## src/rtl/gtfmac_vnc_stat_snap_ctrl_pkg.sv

```systemverilog
// Shared types for the statistics snapshot controller: FSM states, stat word, saturation limit.
package gtfmac_vnc_stat_pkg;

    typedef logic [63:0] stat_t;

    typedef enum logic [2:0] {
        ST_IDLE    = 3'd0,
        ST_TICK    = 3'd1,
        ST_SETTLE  = 3'd2,
        ST_SEL     = 3'd3,
        ST_CAPTURE = 3'd4,
        ST_DONE    = 3'd5
    } state_t;

    localparam logic [15:0] OVERRUN_MAX = 16'hFFFF;

endpackage

```

## src/rtl/gtfmac_vnc_stat_snap_ctrl_if.sv

```systemverilog
// Controller bus: software request/readout side plus the collector tick/read-mux side.
interface gtfmac_vnc_stat_snap_ctrl_if #(
    parameter int IDX_W = 6
);
    import gtfmac_vnc_stat_pkg::*;

    logic             snap_req;
    logic [31:0]      interval;
    logic             stat_tick;
    logic [IDX_W-1:0] stat_sel;
    stat_t            stat_data;
    logic [IDX_W-1:0] rd_idx;
    stat_t            rd_data;
    logic             busy;
    logic             snap_done;
    logic [31:0]      snap_count;
    logic [15:0]      overrun_count;

    modport master (
        output snap_req, interval, stat_data, rd_idx,
        input  stat_tick, stat_sel, rd_data, busy, snap_done, snap_count, overrun_count
    );

    modport slave (
        input  snap_req, interval, stat_data, rd_idx,
        output stat_tick, stat_sel, rd_data, busy, snap_done, snap_count, overrun_count
    );
endinterface

```

## src/rtl/gtfmac_vnc_stat_snap_ctrl_interval_timer.sv

```systemverilog
// Auto-tick counter: raises expire_o for one cycle every interval_i cycles; interval_i=0 holds it cleared.
module gtfmac_vnc_stat_interval_timer (
    input  logic        clk,
    input  logic        rst,
    input  logic [31:0] interval_i,
    output logic        expire_o
);
    logic [31:0] timer_q, timer_d;

    // A shrunk interval below the current count wraps through 2**32 before matching.
    assign expire_o = (interval_i != 32'd0) && (timer_q == interval_i - 32'd1);

    always_comb begin
        timer_d = timer_q + 32'd1;
        if (interval_i == 32'd0 || expire_o) begin
            timer_d = 32'd0;
        end
    end

    always_ff @(posedge clk) begin
        if (rst) begin
            timer_q <= 32'd0;
        end else begin
            timer_q <= timer_d;
        end
    end
endmodule

```

## src/rtl/gtfmac_vnc_stat_snap_ctrl.sv

```systemverilog
// Snapshot tick + shadow walk over the shared stat read mux.
// Define STAT_AUTO_TICK_EN to add the interval-driven auto-tick timer.
module gtfmac_vnc_stat_snap_ctrl
    import gtfmac_vnc_stat_pkg::*;
#(
    parameter int NUM_STATS  = 8,
    parameter int SETTLE_CYC = 4,
    parameter int RD_LAT     = 2,
    parameter int IDX_W      = 6
) (
    input logic                         clk,
    input logic                         rst,
    gtfmac_vnc_stat_snap_ctrl_if.slave  ctrl_io
);
    localparam int               SH_W      = (NUM_STATS > 1) ? $clog2(NUM_STATS) : 1;
    localparam int               SH_DEPTH  = 1 << SH_W;
    localparam logic [15:0]      SETTLE_LD = 16'(SETTLE_CYC - 1);
    localparam logic [15:0]      RD_LD     = 16'(RD_LAT - 1);
    localparam logic [IDX_W-1:0] LAST_IDX  = IDX_W'(NUM_STATS - 1);

    state_t           state_q, state_d;
    logic [15:0]      cnt_q, cnt_d;
    logic [IDX_W-1:0] idx_q, idx_d;
    logic             pend_q, pend_d;
    logic [31:0]      snap_q, snap_d;
    logic [15:0]      ovr_q, ovr_d;
    stat_t            rd_data_q;
    stat_t            shadow_mem [SH_DEPTH];
    logic             req;

`ifdef STAT_AUTO_TICK_EN
    logic tmr_expire;

    gtfmac_vnc_stat_interval_timer u_interval_timer (
        .clk        (clk),
        .rst        (rst),
        .interval_i (ctrl_io.interval),
        .expire_o   (tmr_expire)
    );

    assign req = ctrl_io.snap_req | tmr_expire;
`else
    assign req = ctrl_io.snap_req;
`endif

    always_comb begin
        state_d = state_q;
        cnt_d   = cnt_q;
        idx_d   = idx_q;
        pend_d  = pend_q;
        snap_d  = snap_q;
        ovr_d   = ovr_q;
        // One request can wait behind a running walk; further ones are dropped and counted.
        if (state_q != ST_IDLE && req) begin
            if (!pend_q) begin
                pend_d = 1'b1;
            end else if (ovr_q != OVERRUN_MAX) begin
                ovr_d = ovr_q + 16'd1;
            end
        end
        case (state_q)
            ST_IDLE: begin
                if (req || pend_q) begin
                    state_d = ST_TICK;
                    pend_d  = 1'b0;
                end
            end
            ST_TICK: begin
                state_d = ST_SETTLE;
                cnt_d   = SETTLE_LD;
            end
            ST_SETTLE: begin
                if (cnt_q == 16'd0) begin
                    state_d = ST_SEL;
                    idx_d   = '0;
                    cnt_d   = RD_LD;
                end else begin
                    cnt_d = cnt_q - 16'd1;
                end
            end
            ST_SEL: begin
                if (cnt_q == 16'd0) begin
                    state_d = ST_CAPTURE;
                end else begin
                    cnt_d = cnt_q - 16'd1;
                end
            end
            ST_CAPTURE: begin
                if (idx_q == LAST_IDX) begin
                    state_d = ST_DONE;
                end else begin
                    state_d = ST_SEL;
                    idx_d   = idx_q + IDX_W'(1);
                    cnt_d   = RD_LD;
                end
            end
            ST_DONE: begin
                state_d = ST_IDLE;
                snap_d  = snap_q + 32'd1;
            end
            default: state_d = ST_IDLE;
        endcase
    end

    always_ff @(posedge clk) begin
        if (rst) begin
            state_q   <= ST_IDLE;
            cnt_q     <= 16'd0;
            idx_q     <= '0;
            pend_q    <= 1'b0;
            snap_q    <= 32'd0;
            ovr_q     <= 16'd0;
            rd_data_q <= '0;
        end else begin
            state_q   <= state_d;
            cnt_q     <= cnt_d;
            idx_q     <= idx_d;
            pend_q    <= pend_d;
            snap_q    <= snap_d;
            ovr_q     <= ovr_d;
            rd_data_q <= shadow_mem[ctrl_io.rd_idx[SH_W-1:0]];
        end
    end

    // No reset on the shadow so it maps onto distributed RAM.
    always_ff @(posedge clk) begin
        if (state_q == ST_CAPTURE) begin
            shadow_mem[idx_q[SH_W-1:0]] <= ctrl_io.stat_data;
        end
    end

    assign ctrl_io.stat_tick     = (state_q == ST_TICK);
    assign ctrl_io.snap_done     = (state_q == ST_DONE);
    assign ctrl_io.busy          = (state_q == ST_TICK) || (state_q == ST_SETTLE) ||
                                   (state_q == ST_SEL)  || (state_q == ST_CAPTURE);
    assign ctrl_io.stat_sel      = idx_q;
    assign ctrl_io.rd_data       = rd_data_q;
    assign ctrl_io.snap_count    = snap_q;
    assign ctrl_io.overrun_count = ovr_q;
endmodule

```

## src/flat_wrapper.sv

```systemverilog
// flat-port wrapper written by rule: the top's interface ports become plain ports
module gtfmac_vnc_stat_snap_ctrl_flat import gtfmac_vnc_stat_pkg::*;
#(
    parameter int NUM_STATS  = 8,
    parameter int SETTLE_CYC = 4,
    parameter int RD_LAT     = 2,
    parameter int IDX_W      = 6
)
  (clk, rst, ctrl_io_snap_req, ctrl_io_interval, ctrl_io_stat_data, ctrl_io_rd_idx, ctrl_io_stat_tick, ctrl_io_stat_sel, ctrl_io_rd_data, ctrl_io_busy, ctrl_io_snap_done, ctrl_io_snap_count, ctrl_io_overrun_count);
  gtfmac_vnc_stat_snap_ctrl_if #(.IDX_W(IDX_W)) ctrl_io_i ();
  input logic clk;
  input logic rst;
  input wire logic [$bits(ctrl_io_i.snap_req)-1:0] ctrl_io_snap_req;
  input wire logic [$bits(ctrl_io_i.interval)-1:0] ctrl_io_interval;
  input wire logic [$bits(ctrl_io_i.stat_data)-1:0] ctrl_io_stat_data;
  input wire logic [$bits(ctrl_io_i.rd_idx)-1:0] ctrl_io_rd_idx;
  output wire logic [$bits(ctrl_io_i.stat_tick)-1:0] ctrl_io_stat_tick;
  output wire logic [$bits(ctrl_io_i.stat_sel)-1:0] ctrl_io_stat_sel;
  output wire logic [$bits(ctrl_io_i.rd_data)-1:0] ctrl_io_rd_data;
  output wire logic [$bits(ctrl_io_i.busy)-1:0] ctrl_io_busy;
  output wire logic [$bits(ctrl_io_i.snap_done)-1:0] ctrl_io_snap_done;
  output wire logic [$bits(ctrl_io_i.snap_count)-1:0] ctrl_io_snap_count;
  output wire logic [$bits(ctrl_io_i.overrun_count)-1:0] ctrl_io_overrun_count;
  assign ctrl_io_i.snap_req = ctrl_io_snap_req;
  assign ctrl_io_i.interval = ctrl_io_interval;
  assign ctrl_io_i.stat_data = ctrl_io_stat_data;
  assign ctrl_io_i.rd_idx = ctrl_io_rd_idx;
  assign ctrl_io_stat_tick = ctrl_io_i.stat_tick;
  assign ctrl_io_stat_sel = ctrl_io_i.stat_sel;
  assign ctrl_io_rd_data = ctrl_io_i.rd_data;
  assign ctrl_io_busy = ctrl_io_i.busy;
  assign ctrl_io_snap_done = ctrl_io_i.snap_done;
  assign ctrl_io_snap_count = ctrl_io_i.snap_count;
  assign ctrl_io_overrun_count = ctrl_io_i.overrun_count;
  gtfmac_vnc_stat_snap_ctrl #(.NUM_STATS(NUM_STATS), .SETTLE_CYC(SETTLE_CYC), .RD_LAT(RD_LAT), .IDX_W(IDX_W)) u_core (.clk(clk), .rst(rst), .ctrl_io(ctrl_io_i));
endmodule
```

## config.mk

```make
export PLATFORM = sky130hd
export DESIGN_NAME = gtfmac_vnc_stat_snap_ctrl_flat
export DESIGN_NICKNAME = d
export VERILOG_FILES = /design/src/rtl/gtfmac_vnc_stat_snap_ctrl_pkg.sv /design/src/rtl/gtfmac_vnc_stat_snap_ctrl_if.sv /design/src/rtl/gtfmac_vnc_stat_snap_ctrl_interval_timer.sv /design/src/rtl/gtfmac_vnc_stat_snap_ctrl.sv /design/src/flat_wrapper.sv
export SDC_FILE = /design/constraint.sdc
export NUM_CORES = 1
export LEC_CHECK = 0
export ABC_AREA = 1
export CAP_MARGIN = 40
export CORE_ASPECT_RATIO = 0.5
export CORE_MARGIN = 5
export CORE_UTILIZATION = 57
export DETAILED_ROUTE_END_ITERATION = 7
export DONT_BUFFER_PORTS = 1
export GPL_TIMING_DRIVEN = 0
export PLACE_DENSITY = 0.86
export SLEW_MARGIN = 20
export SYNTH_ARGS = -nofsm -noshare
export SYNTH_HDL_FRONTEND = slang
export SYNTH_HIERARCHICAL = 1
export SYNTH_SLANG_ARGS = --single-unit
```

## constraint.sdc

```tcl
create_clock -name clk -period 7.25 [get_ports clk]
set_input_delay 1.45 -clock clk [delete_from_list [all_inputs] [get_ports clk]]
set_output_delay 1.45 -clock clk [all_outputs]
set_load 0.03 [all_outputs]
```

# Word-level counts from Yosys, hierarchy flattened
# Memories as Yosys holds them, arrays and structs flattened. A register that Yosys moved wholly into a read port is not among the register bits.
# Index checks and enable logic that the tools add are counted.
[word_totals]
n_memories = 1
wordCells = 54
romBits = 0
reg_bits = 74
output_inout_bits = 121
latchBits = 0
mem_bits_rw = 512
in_bits = 105
[op_classes]
reduce_logical = 14
div = 0
eq_ne = 12
shift = 0
mul = 0
magnitude_cmp = 0
mux = 17
addsub = 4
bitwise_logic = 0
[memory_table]
columns = ["name", "words", "width", "read_ports", "rd_ports_with_merged_regs", "write_ports", "line", "source"]
rows = [
  ["u_core.shadow_mem", 8, 64, 1, 1, 1, "gtfmac_vnc_stat_snap_ctrl.sv:28", "stat_t shadow_mem [SH_DEPTH];"],
]
[ops]
columns = ["op", "count"]
rows = [
  ["16-bit case mux with 4 select lines", 1],
  ["16-bit 2-to-1 mux", 3],
  ["32-bit by 1-bit adder with 32-bit output, second input constant", 1],
  ["16-bit by 1-bit adder with 16-bit output, second input constant", 1],
  ["16-bit zero test", 1],
  ["16-bit != test, second input constant", 1],
  ["16-bit by 1-bit subtractor with 16-bit output, second input constant", 1],
  ["3-bit case mux with 5 select lines", 1],
  ["3-bit 2-to-1 mux", 4],
  ["6-bit 2-to-1 mux", 2],
  ["6-bit case mux with 2 select lines", 1],
  ["3-bit AND reduction", 4],
  ["6-bit by 1-bit adder with 6-bit output, second input constant", 1],
  ["3-bit by 2-bit == test with 1-bit output, second input constant", 2],
  ["3-bit == test, second input constant", 2],
  ["6-bit by 3-bit == test with 1-bit output, second input constant", 1],
  ["2-bit by 1-bit != test with 1-bit output, second input constant", 3],
  ["1-bit 2-to-1 mux", 5],
  ["1-bit logical OR", 4],
  ["2-bit != test, second input constant", 2],
  ["4-bit nonzero test", 1],
  ["3-bit by 1-bit == test with 1-bit output, second input constant", 1],
  ["3-bit zero test", 1],
  ["3-bit nonzero test", 1],
  ["other kinds (2)", 2],
]

# Depth between registers and ports, before layout
[logic_depth]
depth_word = 5
ltp_mapped = 11
depth_no_buf = 11

# Worst setup path before layout
# OpenSTA, ideal clock, no wires.
[synth_path]
path_kind = "register to register"
startpoint = "register u_core.idx_q[0], in the netlist u_core/ctrl_io.stat_sel[0]"
endpoint = "memory u_core/shadow_mem[1][0] (netlist bit), enable pin"
period_less_slack_ns = 7.488
stages_incl_launch_ff = 3
path_slack_ns = -0.238
setup_time_ns = 0.643
arrival_time_ns = 6.845
path_cell_list = "dfxtp_1 > inv_1 > nor4_1"
[synth_lines]
columns = ["element", "line", "source"]
rows = [
  ["start: declaration", "gtfmac_vnc_stat_snap_ctrl.sv:23", "logic [IDX_W-1:0] idx_q, idx_d;"],
  ["start signal: assignment", "gtfmac_vnc_stat_snap_ctrl.sv:117", "idx_q <= idx_d;"],
  ["end: declaration", "gtfmac_vnc_stat_snap_ctrl.sv:28", ""],
]
# Straight into the memory's write port.

# Worst setup path in the final report
[layout_path]
startpoint = "register u_core.state_q[0]"
endpoint = "output port ctrl_io_busy"
[layout_via]
elab_chain_cells = 4
word_cells_on_any_way = 7
classes_between = "eq/ne: 4; reduce/logical: 3"
[layout_rtl]
columns = ["element", "line", "source"]
rows = [
  ["start: declaration", "gtfmac_vnc_stat_snap_ctrl.sv:21", "state_t state_q, state_d;"],
  ["start signal: assignment", "gtfmac_vnc_stat_snap_ctrl.sv:115", "state_q <= state_d;"],
  ["3-bit by 1-bit == test with 1-bit output / 3-bit by 2-bit == test with 1-bit output (equally long branches)", "gtfmac_vnc_stat_snap_ctrl.sv:134", "assign ctrl_io.busy = (state_q == ST_TICK) || (state_q == ST_SETTLE) ||"],
  ["1-bit logical OR (2 in series)", "gtfmac_vnc_stat_snap_ctrl.sv:134", ""],
  ["1-bit logical OR *", "gtfmac_vnc_stat_snap_ctrl.sv:135", "(state_q == ST_SEL) || (state_q == ST_CAPTURE);"],
  ["end: declaration", "flat_wrapper.sv:20", "output wire logic [$bits(ctrl_io_i.busy)-1:0] ctrl_io_busy;"],
]
# Mark *: on every way between the ends. The rest lies on a longest branch, timed or not.

==> results.toml <==
[worst_setup_path]
critPathRequiredTime_ps = 5800
slowest_delay_ps = 430
slowest_stage = "dfxtp_1"
arrival_ps = 1920
critical_path_class = "reg2out"
endpoint_kind = "primary output"
cp_cell_sequence = "inv_2 > nand2_2 > nor2_4 > inv_1 > nand2_1"
critPathMaxFanout = 6
cp-start-kind = "register"

[timing]
slew_violations = 0
fin_crit_ps = 3366
max_freq_mhz = 297.1
setup_viol = 0
finalClockSkew_ps = 33.14
maxSlewHeadroom_pct = 40.27
hold_viol_final = 0
worst_slew_pin_slew_ps = 893.8
min_period_over_period_pct = 46.42
fin_ws_ps = 3884
rsz0062_at_grt = "no"

[power_and_ir_drop]
ir_worst_vdd_mv = 0.1888
leakage_uw = 0.009540
p_total_uw = 8068
p_per_area_nw_per_um2 = 283.1

[drt]
post-route-drc-count = 0
antenna_left = 0
via_per_inst = 6.256
wl_per_cell_um = 22.40
vias = 18620
drt_first_pass_iters = 6
drt_iter0_markers = 3052
wirelength_um = 66650

[placement]
dpl_cell_area_um2 = 26700
finalWeightedCongestion = 0.9013
dpl_worst_slack_ps = 3918
place_hpwl_um = 42050
portBuffers = 0

[layout]
diodes = 0
multiInputGateArea_um2 = 6485
drive_above_1_share_pct = 8.836
filler_cell_count = 2828
area_delta_synth_final_pct = 12.20
nets = 2452
ff_latch_area_um2 = 18140
finalInstanceArea_um2 = 28500

[cts]
root_buffer = "clkbuf_16"
htreeDepth = 2
cts_buffer_depth = 3
cts_tree = "done"
cts_resized = 0
cts_sinks = 650
post-cts-setup-buffers = 0
clk_latency_ps = 610
path_clk_slew_ps = 70
cts-buffers-inserted = 53
cts_hold_buf = 0

[grt]
grt_use_met3_pct = 6.580
grt_use_met1_pct = 32.25
grt_pass1_wl_um = 101600
antenna_found_initial = 0
grtUsageTotal_pct = 26.19
grt.met2_usage_pct = 44.44
grt_pass1_vias = 18160
grt_max_degree = 24
grt-ovfl-total = 0
grt-busiest-layer = "met2"

[synthesis]
ys_top_cells_by_area = "edfxtp_1 (61%), dfxtp_1 (11%), nor2_1 (8.3%)"
seq_area_frac_synth_pct = 71.40
synthesis.instances = 2246
yosysTopAreaCell = "edfxtp_1"
synth_top_area_share_pct = 60.52
netlist_area_um2 = 25400
avgSynthCellArea_um2 = 11.31
ys_warn_count = 6
yosys_register_bits = 650
ys_types = 37
syn_nets = 2355

[die]
die_area_um2 = 49140
die_y_um = 159.3
ios = 226
row_count = 54
start_util_pct = 58.02
core_area_um2 = 43780
fp.dieW_um = 308.6

[outcome]
status = "complete, no violations"

[worst_hold_path]
hold_path.class = "reg2reg"

[job]
drv_cap = 0
[critical path: cells and delay by family, from the launching register on]
family,cells,cell delay [ps]
simple gates,3,520
flops,1,430
buf+inv,2,380
[state kept, by name (all words and copies together) (netlist names)]
register                      count
u_core/cnt_q                     16
u_core/ctrl_io.stat_sel           6
u_core/ctrl_io.snap_count        32
u_core/ctrl_io.overrun_count     16
u_core/ctrl_io.rd_data           64
u_core/state_q                    3
u_core/pend_q                     1
u_core/shadow_mem               512
[path summary, 6_finish.rpt]
check	startpoint	to	slack (ps)	depth (start not counted)
hold reg to reg	u_core/cnt_q[5]	u_core/cnt_q[5]	500	2
setup / recovery	u_core/state_q[0]	ctrl_io_busy	3880	5
setup reg to reg	u_core/ctrl_io.stat_sel[1]	u_core/shadow_mem[3][20]	4430	6
hold / removal	u_core/cnt_q[5]	u_core/cnt_q[5]	500	2
[area by class of cell]
type	count	area share [%]
clock buffer	68	5.132
timing repair buffer	42	1.752
multi-input combinational	1402	22.75
sequential	650	63.63
inverter	79	1.040
clock inverter	32	1.181
buffer	115	1.927
tap	588	2.581
[synth_stat cells]
master / n
ha_1: 4
a21oi_2: 2
inv_2: 6
buf_1: 11
edfxtp_1: 512
nand4_1: 16
xnor2_1: 7
a21o_1: 1
nor3_1: 15
o21ai_0: 326
buf_2: 22
inv_1: 73
nor2_4: 3
nor4_1: 1
a21oi_1: 54
nand3_2: 2
nor2_1: 563
nand3_4: 1
a211oi_1: 1
nand3b_1: 1
or2_2: 3
nor3b_1: 3
o21ai_1: 73
nand3_1: 51
nor2_2: 9
nand2_4: 3
clkbuf_1: 64
nand2_1: 175
buf_4: 12
buf_6: 6
nor3b_2: 1
nand2_2: 4
o21a_1: 3
xor2_1: 11
dfxtp_1: 138
o21bai_1: 3
a31oi_1: 66
[per-layer routing]
metal | routed length (um) | up-vias | share of wire, %
li1 | - | 8059 | -
met1 | 22570 | 8757 | 34
met2 | 32440 | 1524 | 49
met3 | 8488 | 276 | 13
met4 | 3103 | 2 | 4.7
met5 | 46 | - | 0.069
[through the flow]
step	hold WS, ps	cells	setup TNS, ps	util, %
floorplan	457.0	2246	0	-
global placement	474.9	2834	-384170	59.72
detailed placement	489.6	2876	0	60.99
CTS	500.0	2976	0	65.10
global route	540.6	2976	0	65.10
finish	498.6	2976	0	65.10
[cell usage in the layout (no fill, tap or decap), types with 16 or more instances in the layout]
| cell type | netlist | routed |
|---|---|---|
| o21ai_0 | 326 | 326 |
| nand3_1 | 51 | 51 |
| buf_2 | 22 | 22 |
| nand4_1 | 16 | 16 |
| o21ai_1 | 73 | 73 |
| buf_6 | 6 | 19 |
| clkbuf_1 | 64 | 71 |
| inv_1 | 73 | 73 |
| a31oi_1 | 66 | 66 |
| edfxtp_1 | 512 | 512 |
| a21oi_1 | 54 | 54 |
| buf_4 | 12 | 31 |
| nor2_1 | 563 | 559 |
| dfxtp_1 | 138 | 138 |
| clkbuf_16 | 0 | 53 |
| nand2_1 | 175 | 175 |
[power breakdown]
| part | switching, uW | internal (uW) |
|---|---|---|
| Clock | 1350 | 1620 |
| Sequential | 130 | 4100 |
| Combinational | 605 | 270 |
[cells by family after synthesis]
family | count (synthesis) | share of synthesized area [%]
simple gates | 851 | 13.60
flops | 650 | 71.40
compound gates | 529 | 10.86
buf+inv | 194 | 3.330
xor+xnor | 18 | 0.6206
fa+ha+maj | 4 | 0.1970
(Power assumes the default switching activity.)
